`src/rtl/wire_alu_seq.sv`:
```
// wire_alu_seq: sequential ADD/SUB/MUL/DIV engine behind host wire-ins/wire-outs.
// MUL and DIV run 32 iterative steps; results publish atomically on FINISH exit.
module wire_alu_seq #(
  parameter int CNT_W = 8
) (
  input  logic        okClk,
  input  logic        reset_n,
  input  logic [31:0] cmd_word,
  input  logic [31:0] op_a,
  input  logic [31:0] op_b,
  output logic [31:0] result_lo,
  output logic [31:0] result_hi,
  output logic [31:0] status
);
  typedef enum logic [1:0] {IDLE, ITER, FINISH} state_t;
  state_t state_q, state_d;
  logic go, start, accept, busy, div_ge;
  logic go_q, go_d, armed_q, armed_d;
  logic [31:0] a_q, a_d, b_q, b_d, acc_hi_q, acc_hi_d, acc_lo_q, acc_lo_d;
  logic [31:0] res_lo_q, res_lo_d, res_hi_q, res_hi_d, div_sub;
  logic [1:0] op_q, op_d;
  logic [5:0] it_q, it_d;
  logic done_q, done_d, div0_q, div0_d, ovr_q, ovr_d;
  logic [CNT_W-1:0] cnt_q, cnt_d;
  logic [32:0] mul_sum, div_sh, add_sum, sub_dif;
  logic [7:0] cnt8;
  logic unused_cmd;
  assign unused_cmd = ^cmd_word[31:3];
  assign go = cmd_word[0];
  // armed_q blocks a start until go has been seen low after reset
  assign start = go & ~go_q & armed_q;
  assign accept = start & (state_q == IDLE);
  always_ff @(posedge okClk or negedge reset_n)
    if (!reset_n) state_q <= IDLE;
    else state_q <= state_d;
  always_comb begin
    state_d = state_q;
    case (state_q)
      IDLE:    state_d = accept ? (cmd_word[2] ? ITER : FINISH) : IDLE;
      ITER:    state_d = (it_q == 6'd31) ? FINISH : ITER;
      default: state_d = IDLE;
    endcase
  end
  always_comb begin
    mul_sum = {1'b0, acc_hi_q} + (acc_lo_q[0] ? {1'b0, a_q} : 33'd0);
    div_sh  = {acc_hi_q, acc_lo_q[31]};
    div_ge  = div_sh >= {1'b0, b_q};
    div_sub = div_sh[31:0] - b_q;
    add_sum = {1'b0, a_q} + {1'b0, b_q};
    sub_dif = {1'b0, a_q} - {1'b0, b_q};
    go_d = go;
    armed_d = armed_q | ~go;
    a_d = a_q;
    b_d = b_q;
    op_d = op_q;
    acc_hi_d = acc_hi_q;
    acc_lo_d = acc_lo_q;
    it_d = it_q;
    res_lo_d = res_lo_q;
    res_hi_d = res_hi_q;
    done_d = done_q;
    div0_d = div0_q;
    ovr_d = ovr_q | (start & ~accept);
    cnt_d = cnt_q;
    if (accept) begin
      a_d = op_a;
      b_d = op_b;
      op_d = cmd_word[2:1];
      acc_hi_d = '0;
      acc_lo_d = (cmd_word[2:1] == 2'b10) ? op_b : op_a;
      it_d = '0;
      done_d = 1'b0;
      div0_d = 1'b0;
      ovr_d = 1'b0;
    end
    if (state_q == ITER) begin
      it_d = it_q + 6'd1;
      acc_hi_d = op_q[0] ? (div_ge ? div_sub : div_sh[31:0]) : mul_sum[32:1];
      acc_lo_d = op_q[0] ? {acc_lo_q[30:0], div_ge} : {mul_sum[0], acc_lo_q[31:1]};
    end
    if (state_q == FINISH) begin
      res_lo_d = op_q[1] ? acc_lo_q : (op_q[0] ? sub_dif[31:0] : add_sum[31:0]);
      res_hi_d = op_q[1] ? acc_hi_q : {31'b0, op_q[0] ? sub_dif[32] : add_sum[32]};
      done_d = 1'b1;
      div0_d = (op_q == 2'b11) && (b_q == '0);
      cnt_d = cnt_q + CNT_W'(1);
    end
  end
  always_ff @(posedge okClk or negedge reset_n)
    if (!reset_n) begin
      go_q <= 1'b0;
      armed_q <= 1'b0;
      a_q <= '0;
      b_q <= '0;
      op_q <= '0;
      acc_hi_q <= '0;
      acc_lo_q <= '0;
      it_q <= '0;
      res_lo_q <= '0;
      res_hi_q <= '0;
      done_q <= 1'b0;
      div0_q <= 1'b0;
      ovr_q <= 1'b0;
      cnt_q <= '0;
    end else begin
      go_q <= go_d;
      armed_q <= armed_d;
      a_q <= a_d;
      b_q <= b_d;
      op_q <= op_d;
      acc_hi_q <= acc_hi_d;
      acc_lo_q <= acc_lo_d;
      it_q <= it_d;
      res_lo_q <= res_lo_d;
      res_hi_q <= res_hi_d;
      done_q <= done_d;
      div0_q <= div0_d;
      ovr_q <= ovr_d;
      cnt_q <= cnt_d;
    end
  always_comb begin
    busy = state_q != IDLE;
    cnt8 = 8'(cnt_q);
    status = {14'b0, op_q, cnt8, 4'b0, ovr_q, div0_q, done_q, busy};
    result_lo = res_lo_q;
    result_hi = res_hi_q;
  end
endmodule
```
`config.mk`:
```
export PLATFORM = sky130hd
export DESIGN_NAME = wire_alu_seq
export DESIGN_NICKNAME = d
export VERILOG_FILES = /design/src/rtl/wire_alu_seq.sv
export SDC_FILE = /design/constraint.sdc
export NUM_CORES = 1
export LEC_CHECK = 0
export CELL_PAD_IN_SITES_DETAIL_PLACEMENT = 0
export CELL_PAD_IN_SITES_GLOBAL_PLACEMENT = 1
export CORE_ASPECT_RATIO = 0.9
export CORE_MARGIN = 3
export CORE_UTILIZATION = 30
export CTS_CLUSTER_SIZE = 16
export DETAILED_ROUTE_END_ITERATION = 7
export HOLD_SLACK_MARGIN = 0.12
export PLACE_DENSITY = 0.71
export SLEW_MARGIN = 20
export SYNTH_ARGS = -nofsm -noshare
export SYNTH_HDL_FRONTEND = slang
export SYNTH_SLANG_ARGS = --single-unit
```
`constraint.sdc`:
```
create_clock -name okClk -period 3.55 [get_ports okClk]
set_input_delay 0.5325 -clock okClk [delete_from_list [all_inputs] [get_ports okClk]]
set_output_delay 0.5325 -clock okClk [all_outputs]
set_load 0.01 [all_outputs]
```
### Yosys cells after proc, flatten, opt, wreduce, memory -nomap -nowiden

Cells that the tools add are included.

* word-level logic and storage cells: 65
* output and inout port bits: 96
* bits in registers: 215

* magnitude comparators: 1
* eq/ne operators: 5
* multiplexer cells: 23
* $add $sub $neg: 6
* bitwise operators: 9
* reductions and logical operators: 6

Operators by type and width (number)
* $mux W32: 12
* $add A32 B32 Y33: 2
* $ge A33 B32 Y1: 1
* $sub A32 B32 Y33: 1
* $logic_not A32 Y1: 1
* $sub A32 B32 Y32: 1
* $mux W6: 2
* $add A8 B1 Y8 const B: 1
* $add A6 B1 Y6 const B: 1
* $eq A2 B2 Y1 const B: 3
* $eq A6 B5 Y1 const B: 1
* $mux W2: 3
* $reduce_bool A2 Y1: 3
* $mux W1: 5
* $and A1 B1 Y1: 4
* $pmux W2 S2: 1
* $not A1 Y1: 3
* $eq A2 B1 Y1 const B: 1
* $logic_not A2 Y1: 1
* $or A1 B1 Y1: 2
* $logic_and A1 B1 Y1: 1

### Longest topological paths before layout

* depth after elaboration: 8
* depth in mapped cells: 15

### Least setup slack after synthesis

No wires, ideal clock.

* path kind: flip-flop to flip-flop
* from: register b_q[1]
* to: register acc_hi_q[14]
* clock period less this slack: 3.131 ns
* cell stages (with the launch flop): 14
* data arrival time: 3.012 ns
* required time: 3.431 ns
* path slack: 0.419 ns
* path buffers: 1
* cells stage by stage: dfrtp_1 > inv_1 > ha_1 > nor2b_1 > o31a_1 > o31a_1 > o21ai_1 > and4b_1 > o21ai_2 > a2111oi_4 > buf_4 > mux2_1 > a21oi_1 > nor2_1

* cells in the longest elaborated chain, start to end: 4
* elaborated cells on any way between the ends: 5

Ends and longest elaborated chain
* start: declaration: line 19 `logic [31:0] a_q, a_d, b_q, b_d, acc_hi_q, acc_hi_d, acc_lo_q, acc_lo_d;`
* start signal: assignment: line 94 `b_q <= '0;`
* start signal: assignment: line 109 `b_q <= b_d;`
* $sub A32 B32 Y32 / $ge A33 B32 Y1 (equally long branches): line 48, 47
* $mux W32 * (2 in a row): line 78 `acc_hi_d = op_q[0] ? (div_ge ? div_sub : div_sh[31:0]) : mul_sum[32:1];`
* $mux W32 *: line 76 `if (state_q == ITER) begin`
* end signal: assignment: line 111 `acc_hi_q <= acc_hi_d;`
* end: declaration: line 19

Every way passes the cells marked *; elsewhere a longest branch is shown, timed or not.
A chain may end at the register's enable or synchronous reset.

### Final worst setup path

* from: register a_q[4]
* to: register res_lo_q[31] (netlist: result_lo[31])

* cells in the longest elaborated chain, start to end: 3
* elaborated cells on any way between the ends: 4

Ends and longest elaborated chain
* start: declaration: line 19
* start signal: assignment: line 93 `a_q <= '0;`
* start signal: assignment: line 108 `a_q <= a_d;`
* $add A32 B32 Y33 / $sub A32 B32 Y33 (equally long branches): line 49, 50
* $mux W32 * (2 in a row): line 82 `res_lo_d = op_q[1] ? acc_lo_q : (op_q[0] ? sub_dif[31:0] : add_sum[31:0]);`
* end signal: assignment: line 114 `res_lo_q <= res_lo_d;`
* end: declaration: line 20 `logic [31:0] res_lo_q, res_lo_d, res_hi_q, res_hi_d, div_sub;`

Marked as above.

==> results.md <==
* Pwr per Cell Area at 1182 nW/um2
* Clock power share at 11.9%
* Die Height at 229.8 um
* HP Start: result_hi[29]
* Die width at 254.6 um
* FF-to-FF End: result_lo[31]
* Mapped Cells at 2,069
* Synth unique cells at 82
* Most frequent cells in the layout: nand2_1 (321), dfrtp_1 (211), a21oi_1 (196)
* Setup crit start kind: register
* Sw Pwr at 11.91 mW
* Vias in the first global route at 15,490
* Post-synth ARST share at 100.0%
* Drt initial violations at 1,164
* Reg-to-reg slack, setup at 0.03 ns
* Non-Filler Instances at 2,966
* WL/cell at 20.69 um
* Worst min path class: reg2reg
* Pin slew with the least headroom to its limit at 1.036 ns
* Post-synth top area cell: dfrtp_1
* Adder-cell share of the synthesized area at 10.23%
* Worst Setup SP: a_q[4]
* Register bit total from synthesis at 215
* Max cap viols at 0
* Number of remaining DRC errors at 0
* DP HPWL at 47,140 um
* Largest family of logic cells by synthesized area: compound AO/OA/AOI/OAI gates
* Share of cells above drive strength 1 at 9.553%
* Req. time, crit path at 3.96 ns
* Seq pwr share at 19.7%
* Peak Freq at 284.5 MHz
* RR Startpoint: a_q[4]
* Critical path fanouts, max at 5
* Initial Utilization at 30.50%
* Clock latency on the worst-skew pair at 0.56 ns
* CTS root buf: clkbuf_16
* Via Count at 15,810
* Clk slew on worst S/H paths at 0.06 ns
* Fin nets at 2,473
* Core Box Area at 54,730 um2
* Mapped Avg Cell Area at 8.067 um2
* Antenna Violating Nets Remaining at 0
* Critical path capture point type: register
* Cts bufs inserted at 27
* Pwr Total at 24.27 mW
* Detailed Routing Iterations Pass 1 at 7
* Total GRT Usage at 20.43%
* Synth Area in Compound Gates at 23.47%
* Largest net degree at the start of global routing at 105
* Pint at 12.36 mW
* Gpl congestion at 0.8992
* Filler cells at 5,746
* Final setup fails at 0
* Part of the cycle the worst path needs at 99.02%
* Max Slew Vio Count at 0
* CTS max path bufs at 3
* Commonest non-fill, non-tap cell in the layout: nand2_1
* Switching Share at 49.06%
* Mux contribution to synthesized area at 4.513%
* Global-route wire length before repair at 93,540 um
* Die area at 58,500 um2
* N_diodes at 0
* Layout area overhead at 23.03%
* # rows at 81
* CTS tree: done
* Maximum VDD drop at 0.0004311 V
* Simple-Gate Fraction of Synth Area at 19.06%
* Hold Fails Final Rpt at 0
* Top-area cell type share of the netlist area at 32.24%
* Vias per cell at 5.329
* Yosys warns at 0
* Relative slew slack at 30.29%
* Minimum clock period at 3.515 ns
* Cell area after placement at 19,460 um2
* LEAKAGE at 9.280 nW
* Footprint of the multi-input gates at 10,550 um2
* XOR/XNOR share of the synthesized area at 4.775%
* Initial antenna violation count at 1
* Post-synth EDFFs at 0
* Clock skew at 0.01133 ns
* Routed WL at 61,380 um
* Post-synth top flop: dfrtp_1
* Arr. time, crit path at 3.93 ns
* Setup_tns at 0 ns
* Unrepaired setup endpoints after global routing: true
* Sequential share of the synthesized area at 32.24%
* Port Buffers at 146
* Placed Cells at 2,913
* Status: completed
* GRT overflow at 0
* Crit Path Category: reg2reg
* FF+latch area at 5388 um2
* I/O pin count at 194
* Clk sinks at 215
* R2r worst-path depth at 11
* # H-tree levels at 1
* Fin area at 20,530 um2
* Comb power frac at 68.4%
* Synthesized cell area at 16,690 um2
* Critical Path Sink: result_lo[31]
* Area contributors post-synth: dfrtp_1 (32%), ha_1 (9.7%), nand2_1 (7.2%), a21oi_1 (6.0%), mux2i_1 (4.4%)
==> worst max-delay path, stage by stage, from the launching register on <==
cell	delay (ns)
dfrtp_1	0.43
ha_1	0.42
nand2_1	0.15
a221oi_4	0.28
a2bb2oi_2	0.24
o2111a_2	0.30
o21ai_2	0.11
o31a_1	0.33
or4_1	0.50
a31oi_2	0.26
mux2i_1	0.24
o311ai_1	0.11
==> cell usage after synthesis, drive strengths merged, types with 19 or more instances <==
cell and number:
a211oi 48, a21o 36, a21oi 201, a31oi 21, and2 36, and3 21, buf 47, clkbuf 96
dfrtp 215, ha 130, inv 80, mux2i 73, nand2 321, nand2b 25, nand3 61, nand4 19
nor2 142, nor3 32, o21ai 161, xnor2 56, xor2 35
==> per-layer routing <==
metal,vias to the layer above,track usage [%],wire length (um),part of all wire (%)
met3,63,3.642,3475,5.7
met2,409,31.89,26980,44
met5,-,0,0,0
met1,7667,29.56,29600,48
li1,7667,-,-,-
met4,0,4.008,1317,2.1
==> logic make-up (layout without fill, tap and decap cells) <==
group,after synthesis,after routing
flip-flops,215,215
multiplexers,75,75
adder cells (fa/ha/maj),134,134
other,1,18
AND/OR/NAND/NOR,708,708
buffers and inverters,224,399
XOR/XNOR,91,91
AO/OA/AOI/OAI,621,621
==> sequential cells by signal, indices dropped and copies added (netlist names), named ones only <==
name,flops
acc_lo_q,32
it_q,6
acc_hi_q,32
go_q,1
b_q,32
cnt8,8
state_q,2
op_q,2
done_q,1
result_lo,32
div0_q,1
a_q,32
result_hi,32
armed_q,1
==> power by group through the flow <==
stage / clock network [mW] / logic [mW] / registers [mW]
floorplan: 0 / 10.7 / 4.55
global placement: 0 / 16.1 / 4.78
detailed placement: 0 / 16.2 / 4.80
CTS: 2.98 / 16.3 / 4.77
global route: 3.06 / 18.3 / 4.94
finish: 2.89 / 16.6 / 4.78
==> timing repair <==
item | CTS | global route
hold endpoints to repair | 59 | 0
setup endpoints to repair | 0 | 29
gates resized for setup | 0 | 30
hold buffers | 1 | 0
setup buffers | 0 | 2
==> layout make-up <==
type / instances / area share [%]
Sequential cell: 215 / 26.24
Clock inverter: 12 / 0.6947
Multi-Input combinational cell: 1647 / 51.39
Timing Repair Buffer: 269 / 12.14
Clock buffer: 37 / 3.766
Inverter: 81 / 1.481
Tap cell: 705 / 4.296
==> metrics by stage <==
stage / worst slack, ns / util (%) / hold slack, ns
2_1_floorplan: 0.4189 / - / 0.2369
3_3_place_gp: 0.04928 / 35.56 / 0.4494
3_5_place_dp: 0.05543 / 35.56 / 0.4571
4_1_cts: 0.03779 / 37.26 / 0.4694
5_1_grt: -0.06465 / 37.52 / 0.4957
6_report: 0.03481 / 37.52 / 0.4630
==> how the worst min path moves through the flow <==
stage               endpoint  slack [ns]  cells past startpoint
2_1_floorplan      async pin        0.24                      0
3_3_place_gp   result_hi[29]        0.45                      2
3_5_place_dp   result_hi[18]        0.46                      2
4_1_cts        result_hi[18]        0.47                      2
5_1_grt        result_hi[13]        0.50                      2
6_report       result_hi[29]        0.46                      2
(Power assumes the default switching activity.)
